===== src/rtl/mem_access_unit.sv =====
`default_nettype none
// ============================================================================
// Module   : mem_access_unit
// Purpose  : MEM-stage data memory access engine. Takes one load/store from
//            EX/MEM, aligns it onto a word-wide request/acknowledge memory
//            port, stalls the pipeline while the access is outstanding and
//            returns right-aligned raw load data (extension happens in WB).
// Revision : 1.0 - initial release
// ----------------------------------------------------------------------------
// Parameters:
//   ADDR_WIDTH     - byte address width (also mem_addr width)
//   TIMEOUT_CYCLES - REQ cycles without ack before abort (1..255), only used
//                    when MEM_TIMEOUT_EN is defined
// Optional feature macro:
//   MEM_TIMEOUT_EN - adds the 8-bit ack timeout counter and mem_err reporting;
//                    when undefined REQ waits forever and mem_err is 0
// Ports:
//   clk, reset_n          - clock, asynchronous active-low reset
//   start, funct, addr,   - operation from EX/MEM (valid with start)
//   store_data, flush
//   busy                  - stall request (combinational in accept cycle)
//   done, misaligned,     - completion pulse and fault flags (valid with done)
//   mem_err
//   load_data             - right-aligned load result, upper bits zero
//   mem_req, mem_we,      - memory request port, held stable until mem_ack
//   mem_addr, mem_be,
//   mem_wdata
//   mem_rdata, mem_ack    - memory response
// ============================================================================
module mem_access_unit #(
  parameter int ADDR_WIDTH     = 32,
  parameter int TIMEOUT_CYCLES = 255
) (
  input  logic                  clk,
  input  logic                  reset_n,
  input  logic                  start,
  input  logic [5:0]            funct,
  input  logic [ADDR_WIDTH-1:0] addr,
  input  logic [31:0]           store_data,
  input  logic                  flush,
  output logic                  busy,
  output logic                  done,
  output logic [31:0]           load_data,
  output logic                  misaligned,
  output logic                  mem_err,
  output logic                  mem_req,
  output logic                  mem_we,
  output logic [ADDR_WIDTH-1:0] mem_addr,
  output logic [3:0]            mem_be,
  output logic [31:0]           mem_wdata,
  input  logic [31:0]           mem_rdata,
  input  logic                  mem_ack
);

  // Operation codes
  localparam logic [5:0] c_LB  = 6'b001011;
  localparam logic [5:0] c_LH  = 6'b001100;
  localparam logic [5:0] c_LW  = 6'b001101;
  localparam logic [5:0] c_LBU = 6'b001110;
  localparam logic [5:0] c_LHU = 6'b001111;
  localparam logic [5:0] c_SB  = 6'b010000;
  localparam logic [5:0] c_SH  = 6'b010001;
  localparam logic [5:0] c_SW  = 6'b010010;

  // Access sizes
  localparam logic [1:0] c_SZ_BYTE = 2'd0;
  localparam logic [1:0] c_SZ_HALF = 2'd1;
  localparam logic [1:0] c_SZ_WORD = 2'd2;

  // FSM states
  localparam logic [1:0] c_S_IDLE = 2'd0;
  localparam logic [1:0] c_S_REQ  = 2'd1;
  localparam logic [1:0] c_S_DONE = 2'd2;

  logic [1:0]            r_state;
  logic [1:0]            w_state_nxt;

  logic [ADDR_WIDTH-1:0] r_addr;
  logic [1:0]            r_size;
  logic                  r_is_load;
  logic                  r_we;
  logic [3:0]            r_be;
  logic [31:0]           r_wdata;
  logic                  r_misal;
  logic                  r_err;
  logic                  r_kill;
  logic [31:0]           r_load_data;

  logic                  w_valid;
  logic                  w_is_load;
  logic                  w_is_store;
  logic [1:0]            w_size;
  logic                  w_misal;
  logic [3:0]            w_be;
  logic [31:0]           w_wdata;
  logic                  w_accept;
  logic                  w_in_req;
  logic                  w_ack;
  logic                  w_kill_now;
  logic                  w_timeout;
  logic [31:0]           w_shifted;
  logic [31:0]           w_ld;

  // --------------------------------------------------------------------------
  // Incoming operation decode: size, alignment, lane enables, replicated data
  // --------------------------------------------------------------------------
  always_comb begin
    w_valid   = 1'b0;
    w_is_load = 1'b0;
    w_size    = c_SZ_BYTE;
    case (funct)
      c_LB, c_LBU: begin w_valid = 1'b1; w_is_load = 1'b1; w_size = c_SZ_BYTE; end
      c_LH, c_LHU: begin w_valid = 1'b1; w_is_load = 1'b1; w_size = c_SZ_HALF; end
      c_LW:        begin w_valid = 1'b1; w_is_load = 1'b1; w_size = c_SZ_WORD; end
      c_SB:        begin w_valid = 1'b1; w_size = c_SZ_BYTE; end
      c_SH:        begin w_valid = 1'b1; w_size = c_SZ_HALF; end
      c_SW:        begin w_valid = 1'b1; w_size = c_SZ_WORD; end
      default:     begin w_valid = 1'b0; end
    endcase
  end

  assign w_is_store = w_valid & ~w_is_load;

  always_comb begin
    w_misal = 1'b0;
    w_be    = 4'b1111;
    w_wdata = store_data;
    case (w_size)
      c_SZ_BYTE: begin
        w_be    = 4'b0001 << addr[1:0];
        w_wdata = {4{store_data[7:0]}};
      end
      c_SZ_HALF: begin
        w_misal = addr[0];
        w_be    = addr[1] ? 4'b1100 : 4'b0011;
        w_wdata = {2{store_data[15:0]}};
      end
      default: begin
        w_misal = (addr[1:0] != 2'b00);
      end
    endcase
  end

  // A new operation may be taken in IDLE and also in DONE (back-to-back)
  assign w_accept   = ((r_state == c_S_IDLE) || (r_state == c_S_DONE)) &&
                      start && w_valid && !flush;
  assign w_in_req   = (r_state == c_S_REQ);
  assign w_ack      = w_in_req && mem_ack;
  // A flush in the very cycle the access ends still kills its completion
  assign w_kill_now = r_kill || flush;

  // Raw read word shifted down to the addressed lane, unused bits cleared
  assign w_shifted = mem_rdata >> {r_addr[1:0], 3'b000};
  always_comb begin
    case (r_size)
      c_SZ_BYTE: w_ld = {24'd0, w_shifted[7:0]};
      c_SZ_HALF: w_ld = {16'd0, w_shifted[15:0]};
      default:   w_ld = w_shifted;
    endcase
  end

  // --------------------------------------------------------------------------
  // Optional ack timeout
  // --------------------------------------------------------------------------
`ifdef MEM_TIMEOUT_EN
  localparam logic [7:0] c_TIMEOUT = 8'(TIMEOUT_CYCLES);
  logic [7:0] r_cnt;

  always_ff @(posedge clk or negedge reset_n) begin
    if (!reset_n) begin
      r_cnt <= 8'd0;
    end else if (w_accept) begin
      r_cnt <= 8'd0;
    end else if (w_in_req) begin
      r_cnt <= r_cnt + 8'd1;
    end
  end

  // Terminal count is the TIMEOUT_CYCLES-th REQ cycle; a coincident ack wins
  assign w_timeout = w_in_req && !mem_ack && ((r_cnt + 8'd1) == c_TIMEOUT);
`else
  assign w_timeout = 1'b0;
`endif

  // --------------------------------------------------------------------------
  // FSM: state register
  // --------------------------------------------------------------------------
  always_ff @(posedge clk or negedge reset_n) begin
    if (!reset_n) begin
      r_state <= c_S_IDLE;
    end else begin
      r_state <= w_state_nxt;
    end
  end

  // FSM: next state
  always_comb begin
    w_state_nxt = r_state;
    case (r_state)
      c_S_IDLE, c_S_DONE: begin
        if (w_accept) begin
          w_state_nxt = w_misal ? c_S_DONE : c_S_REQ;
        end else begin
          w_state_nxt = c_S_IDLE;
        end
      end
      c_S_REQ: begin
        // Killed accesses finish their bus cycle but skip the DONE pulse
        if (w_ack || w_timeout) begin
          w_state_nxt = w_kill_now ? c_S_IDLE : c_S_DONE;
        end
      end
      default: w_state_nxt = c_S_IDLE;
    endcase
  end

  // FSM: outputs
  always_comb begin
    mem_req    = w_in_req;
    mem_we     = w_in_req & r_we;
    mem_addr   = w_in_req ? {r_addr[ADDR_WIDTH-1:2], 2'b00} : '0;
    mem_be     = w_in_req ? r_be : 4'b0000;
    mem_wdata  = w_in_req ? r_wdata : 32'd0;
    done       = (r_state == c_S_DONE) && !flush;
    misaligned = done && r_misal;
    mem_err    = done && r_err;
    busy       = w_in_req ||
                 ((r_state == c_S_IDLE) && start && w_valid && !flush);
  end

  assign load_data = r_load_data;

  // --------------------------------------------------------------------------
  // Transaction registers
  // --------------------------------------------------------------------------
  always_ff @(posedge clk or negedge reset_n) begin
    if (!reset_n) begin
      r_addr      <= '0;
      r_size      <= c_SZ_BYTE;
      r_is_load   <= 1'b0;
      r_we        <= 1'b0;
      r_be        <= 4'b0000;
      r_wdata     <= 32'd0;
      r_misal     <= 1'b0;
      r_err       <= 1'b0;
      r_kill      <= 1'b0;
      r_load_data <= 32'd0;
    end else begin
      if (w_accept) begin
        r_addr    <= addr;
        r_size    <= w_size;
        r_is_load <= w_is_load;
        r_we      <= w_is_store;
        r_be      <= w_be;
        r_wdata   <= w_wdata;
        r_misal   <= w_misal;
        r_err     <= 1'b0;
        r_kill    <= 1'b0;
        // A misaligned load completes with a zero result
        if (w_misal && w_is_load) begin
          r_load_data <= 32'd0;
        end
      end
      if (w_in_req) begin
        if (flush) begin
          r_kill <= 1'b1;
        end
        if (w_ack && !w_kill_now && r_is_load) begin
          r_load_data <= w_ld;
        end
        if (w_timeout && !w_kill_now) begin
          r_err <= 1'b1;
        end
      end
    end
  end

endmodule
`default_nettype wire


===== config.mk =====
export PLATFORM = sky130hd
export DESIGN_NAME = mem_access_unit
export DESIGN_NICKNAME = d
export VERILOG_FILES = /design/src/rtl/mem_access_unit.sv
export SDC_FILE = /design/constraint.sdc
export NUM_CORES = 1
export LEC_CHECK = 0
export CAP_MARGIN = 20
export CORE_ASPECT_RATIO = 1.2
export CORE_UTILIZATION = 40
export CTS_CLUSTER_SIZE = 10
export DETAILED_ROUTE_END_ITERATION = 8
export PLACE_DENSITY = 0.71
export RECOVER_POWER = 100
export SLEW_MARGIN = 15
export SYNTH_ARGS = -nofsm -noshare
export SYNTH_HDL_FRONTEND = slang
export SYNTH_SLANG_ARGS = --single-unit

===== constraint.sdc =====
create_clock -name clk -period 5.4 [get_ports clk]
set_input_delay 0.54 -clock clk [delete_from_list [all_inputs] [get_ports clk]]
set_output_delay 0.54 -clock clk [all_outputs]
set_load 0.01 [all_outputs]

==> results of run 1 <==
area by class of cell:
class,instances,area (sq um),share of cell area
clock inverter,5,83.83,0.01033
inverter,2,7.507,0.0009246
sequential,108,2703,0.3329
tap,171,214.0,0.02635
multi-input combinational,355,2714,0.3343
clock buffer,11,242.7,0.02990
timing repair buffer,218,2155,0.2654
cells in the final DEF, fill, tap and decap left out, types with 2 or more instances in the layout:
| cell | n |
|---|---|
| a21oi_1 | 71 |
| nand2_1 | 10 |
| nor2_1 | 14 |
| a21boi_0 | 2 |
| o2bb2ai_1 | 8 |
| nor2b_1 | 2 |
| o22a_1 | 4 |
| a22o_1 | 2 |
| mux2i_1 | 61 |
| a222oi_1 | 8 |
| nand2b_1 | 4 |
| mux2_1 | 31 |
| clkbuf_16 | 9 |
| clkbuf_1 | 3 |
| mux2_2 | 18 |
| and2_1 | 37 |
| bufinv_16 | 2 |
| buf_4 | 6 |
| a22oi_1 | 16 |
| and2_0 | 32 |
| nand3_1 | 8 |
| dlygate4sd3_1 | 71 |
| dfrtp_1 | 108 |
| clkdlybuf4s50_1 | 137 |
| conb_1 | 3 |
| nor3b_1 | 2 |
sequential cells by signal (all words and copies together) (netlist names):
name       cells
r_be           4
load_data     32
r_kill         1
r_wdata       32
r_addr        32
r_is_load      1
r_misal        1
r_size         2
r_we           1
r_state        2
power by group through the flow:
stage | logic (uW) | clock network (uW) | registers (uW)
2_1_floorplan | 312 | 0 | 1040
3_3_place_gp | 476 | 0 | 1100
3_5_place_dp | 488 | 0 | 1110
4_1_cts | 492 | 737 | 1090
5_1_grt | 544 | 766 | 1100
6_report | 500 | 717 | 1080
through the flow:
stage          utilization  hold WS (ns)  instance area (sq um)  std cells  total power [uW]
4_1_cts             0.5897        0.2065                   8114        869              2321
5_1_grt             0.5900        0.5032                   8119        870              2410
2_1_floorplan            -        0.2444                   5652        509              1351
3_3_place_gp        0.5659        0.4587                   7787        853              1571
3_5_place_dp        0.5659        0.4676                   7787        853              1593
6_report            0.5900        0.4815                   8119        870              2295
cell usage after synthesis, drive strengths merged, types with 2 or more instances:
library cell,count
buf,27
o2bb2ai,9
or3b,2
and2,70
dfrtp,108
nor2b,3
nor3b,2
mux2,49
clkbuf,17
a22oi,16
mux2i,61
a21oi,71
nand2b,4
o22ai,3
nand2,10
o22a,4
nor2,14
nand3,8
a21boi,2
a22o,2
a222oi,8
final timing paths:
check	start	depth (start not counted)	to	slack, ns
max in group asynchronous	reset_n	2	load_data[23]	1.90
min	r_addr[28]	1	r_addr[28]	0.48
min in group asynchronous	reset_n	1	load_data[28]	0.91
min reg2reg	r_addr[28]	1	r_addr[28]	0.48
max reg2reg	r_state[0]	6	r_addr[5]	1.99
max	funct[4]	6	r_addr[5]	1.18
routing by layer:
| layer | GRT usage | up-vias | wire length, um |
|---|---|---|---|
| met1 | 0.2736 | 2317 | 6714 |
| met4 | 0.07259 | 0 | 328 |
| li1 | - | 2195 | - |
| met2 | 0.3872 | 207 | 8302 |
| met5 | 0 | - | 0 |
| met3 | 0.06023 | 19 | 1151 |
critical path, cell delays in order:
cell and delay [ns]:
dlygate4sd3_1 0.58, or3b_1 0.49, o22ai_4 0.65, and2_2 0.93, clkbuf_1 0.83, mux2_2 0.42
cell families after synthesis:
| logic type | Yosys count | share of synthesized area |
|---|---|---|
| flops | 108 | 0.4788 |
| buf+inv | 46 | 0.04389 |
| simple gates | 122 | 0.1277 |
| other cells | 1 | 0.0006644 |
| xor+xnor | 1 | 0.001552 |
| compound gates | 119 | 0.1414 |
| mux | 110 | 0.2059 |
==> metrics.md, run 1 <==
| Metric | Value |
|---|---|
| Status | finished with violations |
| Failing checks | max-capacitance violations, max-slew violations |
| Antenna viol nets, final | 0 |
| Vias in the first global route | 4890 |
| Async S/R FF share, synth | 1.000 |
| Placer's final routability congestion estimate | around 0.86 |
| Sw Pwr | 621.2 uW |
| Clock-pin slew on the worst setup and hold paths | 0.07 ns |
| Clock Latency Late Sink | between 0.3 and 0.4 ns |
| Core area | 0.01376 sq mm |
| Remaining global-route overflow | 0 |
| Area share of the largest cell type after synthesis | 0.4788 |
| Critical path arrival | 4.45 ns |
| Final Critical Period | between 4 and 5 ns |
| Final nets | ~800 |
| CTS max path bufs | 2 |
| Top cells by area, synth | dfrtp_1, mux2i_1, and2_1 |
| Number of placement rows | 47 |
| Pwr/cell area | about 280 mW/mm^2 |
| VDD IR-drop max | 0.1620 mV |
| Setup_tns | 0 ns |
| Leak | 0.003577 uW |
| # setup viols final | 0 |
| WL per Instance | about 19 um |
| Num Clock Sinks | 108 |
| Die Width | about 110 um |
| GRT Total Usage | 0.2251 |
| Post-synth EDFFs | 0 |
| Seq/Total Area, Yosys | 0.4788 |
| DP HPWL | about 12000 um |
| Total Wirelength | around 16000 um |
| HP Class | reg -> reg |
| Syn avg cell area | 11.13 sq um |
| CTS tree | yes |
| Internal power | 1674 uW |
| Crit share post-route | 0.7820 |
| Final Skew | a little under 0.006 ns |
| Starting Density | 0.4102 |
| CP endpoint kind | flop |
| Hold-fix buffer count after cts | 0 |
| # fillers | 1214 |
| Reg power frac | 0.470 |
| Cells after synthesis | about 500 |
| Switching share of power | 0.2707 |
| Die ar. | around 0.015 sq mm |
| Synth Flop Type | dfrtp_1 |
| F_max | between 200 and 250 MHz |
| DRT Pass-1 Iters | 5 |
| Area leader, netlist | dfrtp_1 |
| Initial drt markers | between 200 and 300 |
| Yosys cell types | 46 |
| Combinational share of power | 0.218 |
| Die Height | approximately 130 um |
| Startpoint type of the worst setup path | input pin |
| Syn. warnings | 0 |
| Port-buffer cells | 209 |
| First-pass GRT wire length | 26080 um |
| Area Growth Syn to Fin | 43.85% |
| Unrepaired setup endpoints after global routing | false |
| #FFs+latches synth | around 110 |
| Clock Tree Root | clkbuf_16 |
| Hold Vio Cnt, Final | 0 |
| Max_slew headroom | -0.5737 |
| Area of the mapped netlist | 0.005644 sq mm |
| Routed via count | roughly 4700 |
| Worst Path Required | 5.63 ns |
| Final Max Slew Viols | ~110 |
| Post-CTS sizing | 0 |
| Worst setup path class | in -> reg |
| CTS Buf Count | 9 |
| Post-CTS setup buffer count | 0 |
| Maxcap violations | 2 |
| Clk pwr share | 0.312 |
| # IOs | about 210 |
| Maximum net fanout on the critical path | between 40 and 50 |
| Vias per cell | about 5.4 |
| Post-route DRC | 0 |
| Antenna violations before repair | 0 |
| DP Worst Slack | between 1 and 1.5 ns |
| Largest net degree at the start of global routing | between 70 and 80 |
| Final Worst Setup Slack | 1.177 ns |
| Slew @ Worst Pin | approximately 2.4 ns |
| # H-tree levels | 3 |
| Layout cells sized above 1 | 0.07153 |
| # diodes | 0 |
No activity file was read; power rests on OpenSTA's default activity.
==> run 2, diff against run 1 <==
--- a/config.mk
+++ b/config.mk
@@ -10,7 +10,7 @@
 export CORE_UTILIZATION = 40
 export CTS_CLUSTER_SIZE = 10
 export DETAILED_ROUTE_END_ITERATION = 8
-export PLACE_DENSITY = 0.71
+export PLACE_DENSITY = 0.74
 export RECOVER_POWER = 100
 export SLEW_MARGIN = 15
 export SYNTH_ARGS = -nofsm -noshare
==> constraint.sdc (replaced) <==
create_clock -name clk -period 3.53 [get_ports clk]
set_input_delay 0.353 -clock clk [delete_from_list [all_inputs] [get_ports clk]]
set_output_delay 0.353 -clock clk [all_outputs]
set_load 0.01 [all_outputs]
==> run 2 against run 1 <==
  * Critical endpoint is now r_addr[3]
  * The run now ends clean
  * Via count up 1.9%
  * Clock power up 49%
  * Cell area down 0.11%
==> metrics.md, run 2 (synthesized netlist as in run 1, its figures left out) <==
| Metric | Value |
|---|---|
| Status | completed |
| Num Clock Sinks | 108 (unchanged) |
| Leak | 0.003578 uW (about the same) |
| Remaining global-route overflow | 0 (unchanged) |
| CP endpoint kind | flop |
| Core area | 0.01376 sq mm (unchanged) |
| Clock Tree Root | clkbuf_16 |
| # IOs | 213 (unchanged) |
| Setup_tns | 0 ns (unchanged) |
| Register Area | 0.002703 sq mm (unchanged) |
| Clock-pin slew on the worst setup and hold paths | 0.07 ns (about the same) |
| Worst setup path class | in -> reg |
| Antenna violations before repair | 0 (unchanged) |
| Final nets | 806 (+0.62%) |
| First-pass GRT wire length | 26230 um (+0.61%) |
| Die Height | 132.1 um (unchanged) |
| Pwr/cell area | 428.3 mW/mm^2 (+52%) |
| Post-CTS sizing | 0 (unchanged) |
| Crit share post-route | 0.8622 |
| Initial drt markers | 289 (+14%) |
| # setup viols final | 0 (unchanged) |
| Die ar. | 0.01459 sq mm (unchanged) |
| Startpoint type of the worst setup path | input pin |
| VDD IR-drop max | 0.2254 mV (+39%) |
| Post-CTS setup buffer count | 0 (unchanged) |
| Worst Path Required | 3.75 ns (-1.88 ns) |
| Multi-input logic area | 0.002688 sq mm (-0.97%) |
| Vias in the first global route | 4940 (+1.0%) |
| Clock Latency Late Sink | 0.34 ns (about the same) |
| Layout cells sized above 1 | 0.07102 (-0.0005080) |
| Number of placement rows | 47 (unchanged) |
| # H-tree levels | 3 (unchanged) |
| Starting Density | 0.4102 (unchanged) |
| Final Max Slew Viols | 0 (-100%) |
| Largest net degree at the start of global routing | 73 (unchanged) |
| CTS max path bufs | 2 (unchanged) |
| Critical path arrival | 3.27 ns (-1.18 ns) |
| Unrepaired setup endpoints after global routing | false |
| Most common cell after layout, fill and taps aside | clkdlybuf4s50_1 |
| Placer's final routability congestion estimate | 0.8848 (+3.4%) |
| Final Critical Period | just over 3 ns |
| Hold Vio Cnt, Final | 0 (unchanged) |
| Post-route DRC | 0 (unchanged) |
| Total Wirelength | 16450 um (-0.27%) |
| DP HPWL | 12140 um (+2.6%) |
| CTS tree | yes |
| Max_slew headroom | 0.03666 (+0.6103) |
| Routed via count | 4827 (+1.9%) |
| Die Width | 110.4 um (unchanged) |
| Maximum net fanout on the critical path | 63 (+40%) |
| Area Growth Syn to Fin | 43.69% |
| # diodes | 0 (unchanged) |
| Final Skew | 0.006691 ns (+0.0007910 ns) |
| CTS Buf Count | 9 (unchanged) |
| F_max | 328.5 MHz |
| Hold-fix buffer count after cts | 0 (unchanged) |
| Vias per cell | 5.517 (+1.3%) |
| Cell Count, Final, Fillers Out | 875 (+0.57%) |
| DRT Pass-1 Iters | 5 (unchanged) |
| Antenna viol nets, final | 0 (unchanged) |
| Slew @ Worst Pin | 1.445 ns (-0.9155 ns) |
| Commonest non-fill, non-tap cells in the layout | clkdlybuf4s50_1, dfrtp_1, a21oi_1, dlygate4sd3_1, mux2i_1 |
| Port-buffer cells | 209 (unchanged) |
| HP Class | in -> async |
| Maxcap violations | 0 (-2) |
| # fillers | 1161 (-4.4%) |
| GRT Total Usage | 0.2264 (+0.001294) |
| WL per Instance | 18.80 um (-0.84%) |
| Placed Cells | 859 (+0.70%) |
## run 2: layout make-up
| cell class | count | share of cell area |
|---|---|---|
| sequential | 108 | 0.3332 |
| multi-input combinational | 355 | 0.3314 |
| timing repair buffer | 223 | 0.2689 |
| clock buffer | 10 | 0.02823 |
| tap | 171 | 0.02638 |
| clock inverter | 6 | 0.01095 |
| inverter | 2 | 0.0009256 |
## run 2: worst paths after layout
kind / start / to / slack [ns] / cells past startpoint
worst max-delay path: funct[4] / r_addr[3] / 0.49 / 7
worst min-delay path: reset_n / load_data[28] / 0.33 / 1
worst max register to register: r_state[0] / r_addr[3] / 0.88 / 6
worst min register to register: r_addr[7] / r_addr[7] / 0.48 / 1
max in group asynchronous: reset_n / r_wdata[22] / 1.49 / 2
min in group clk: r_addr[7] / r_addr[7] / 0.48 / 1
## run 2: power breakdown
group / internal [uW] / leakage, uW / switching [uW]
logic: 424 / 0.00206 / 338
clock network: 622 / 0.000149 / 448
registers: 1490 / 0.00137 / 155
## run 2: metrics by stage
stage	worst slack (ns)	utilization	hold WS, ns	total power [uW]	cell area [sq um]
after detailed placement	0.6168	0.5701	0.4646	2442	7845
after global routing	0.3674	0.5894	0.4653	3655	8110
after floorplan	1.519	-	0.05741	2067	5652
final	0.4863	0.5894	0.3296	3473	8110
after CTS	0.8458	0.5932	0.08587	3530	8163
after global placement	0.6759	0.5701	0.4553	2409	7845
## run 2: routing by layer
layer | track usage | share of wire | up-vias
met4 | 0.1022 | 0.027 | 0
met1 | 0.2611 | 0.38 | 2388
li1 | - | - | 2201
met3 | 0.05885 | 0.076 | 25
met2 | 0.3934 | 0.51 | 213
met5 | 0 | 0 | -
## run 2: worst max-delay path: stages
cell,delay [ns]
dlygate4sd3_1,0.57
or3b_1,0.46
o22ai_1,0.26
buf_4,0.32
and2_2,0.19
clkbuf_4,0.67
mux2_2,0.41
==> run 3, diff against run 2 <==
--- a/config.mk
+++ b/config.mk
@@ -5,7 +5,6 @@
 export SDC_FILE = /design/constraint.sdc
 export NUM_CORES = 1
 export LEC_CHECK = 0
-export CAP_MARGIN = 20
 export CORE_ASPECT_RATIO = 1.2
 export CORE_UTILIZATION = 40
 export CTS_CLUSTER_SIZE = 10
==> results of run 3 <==
Final layout, timing and power as in run 2 (identical DEF).
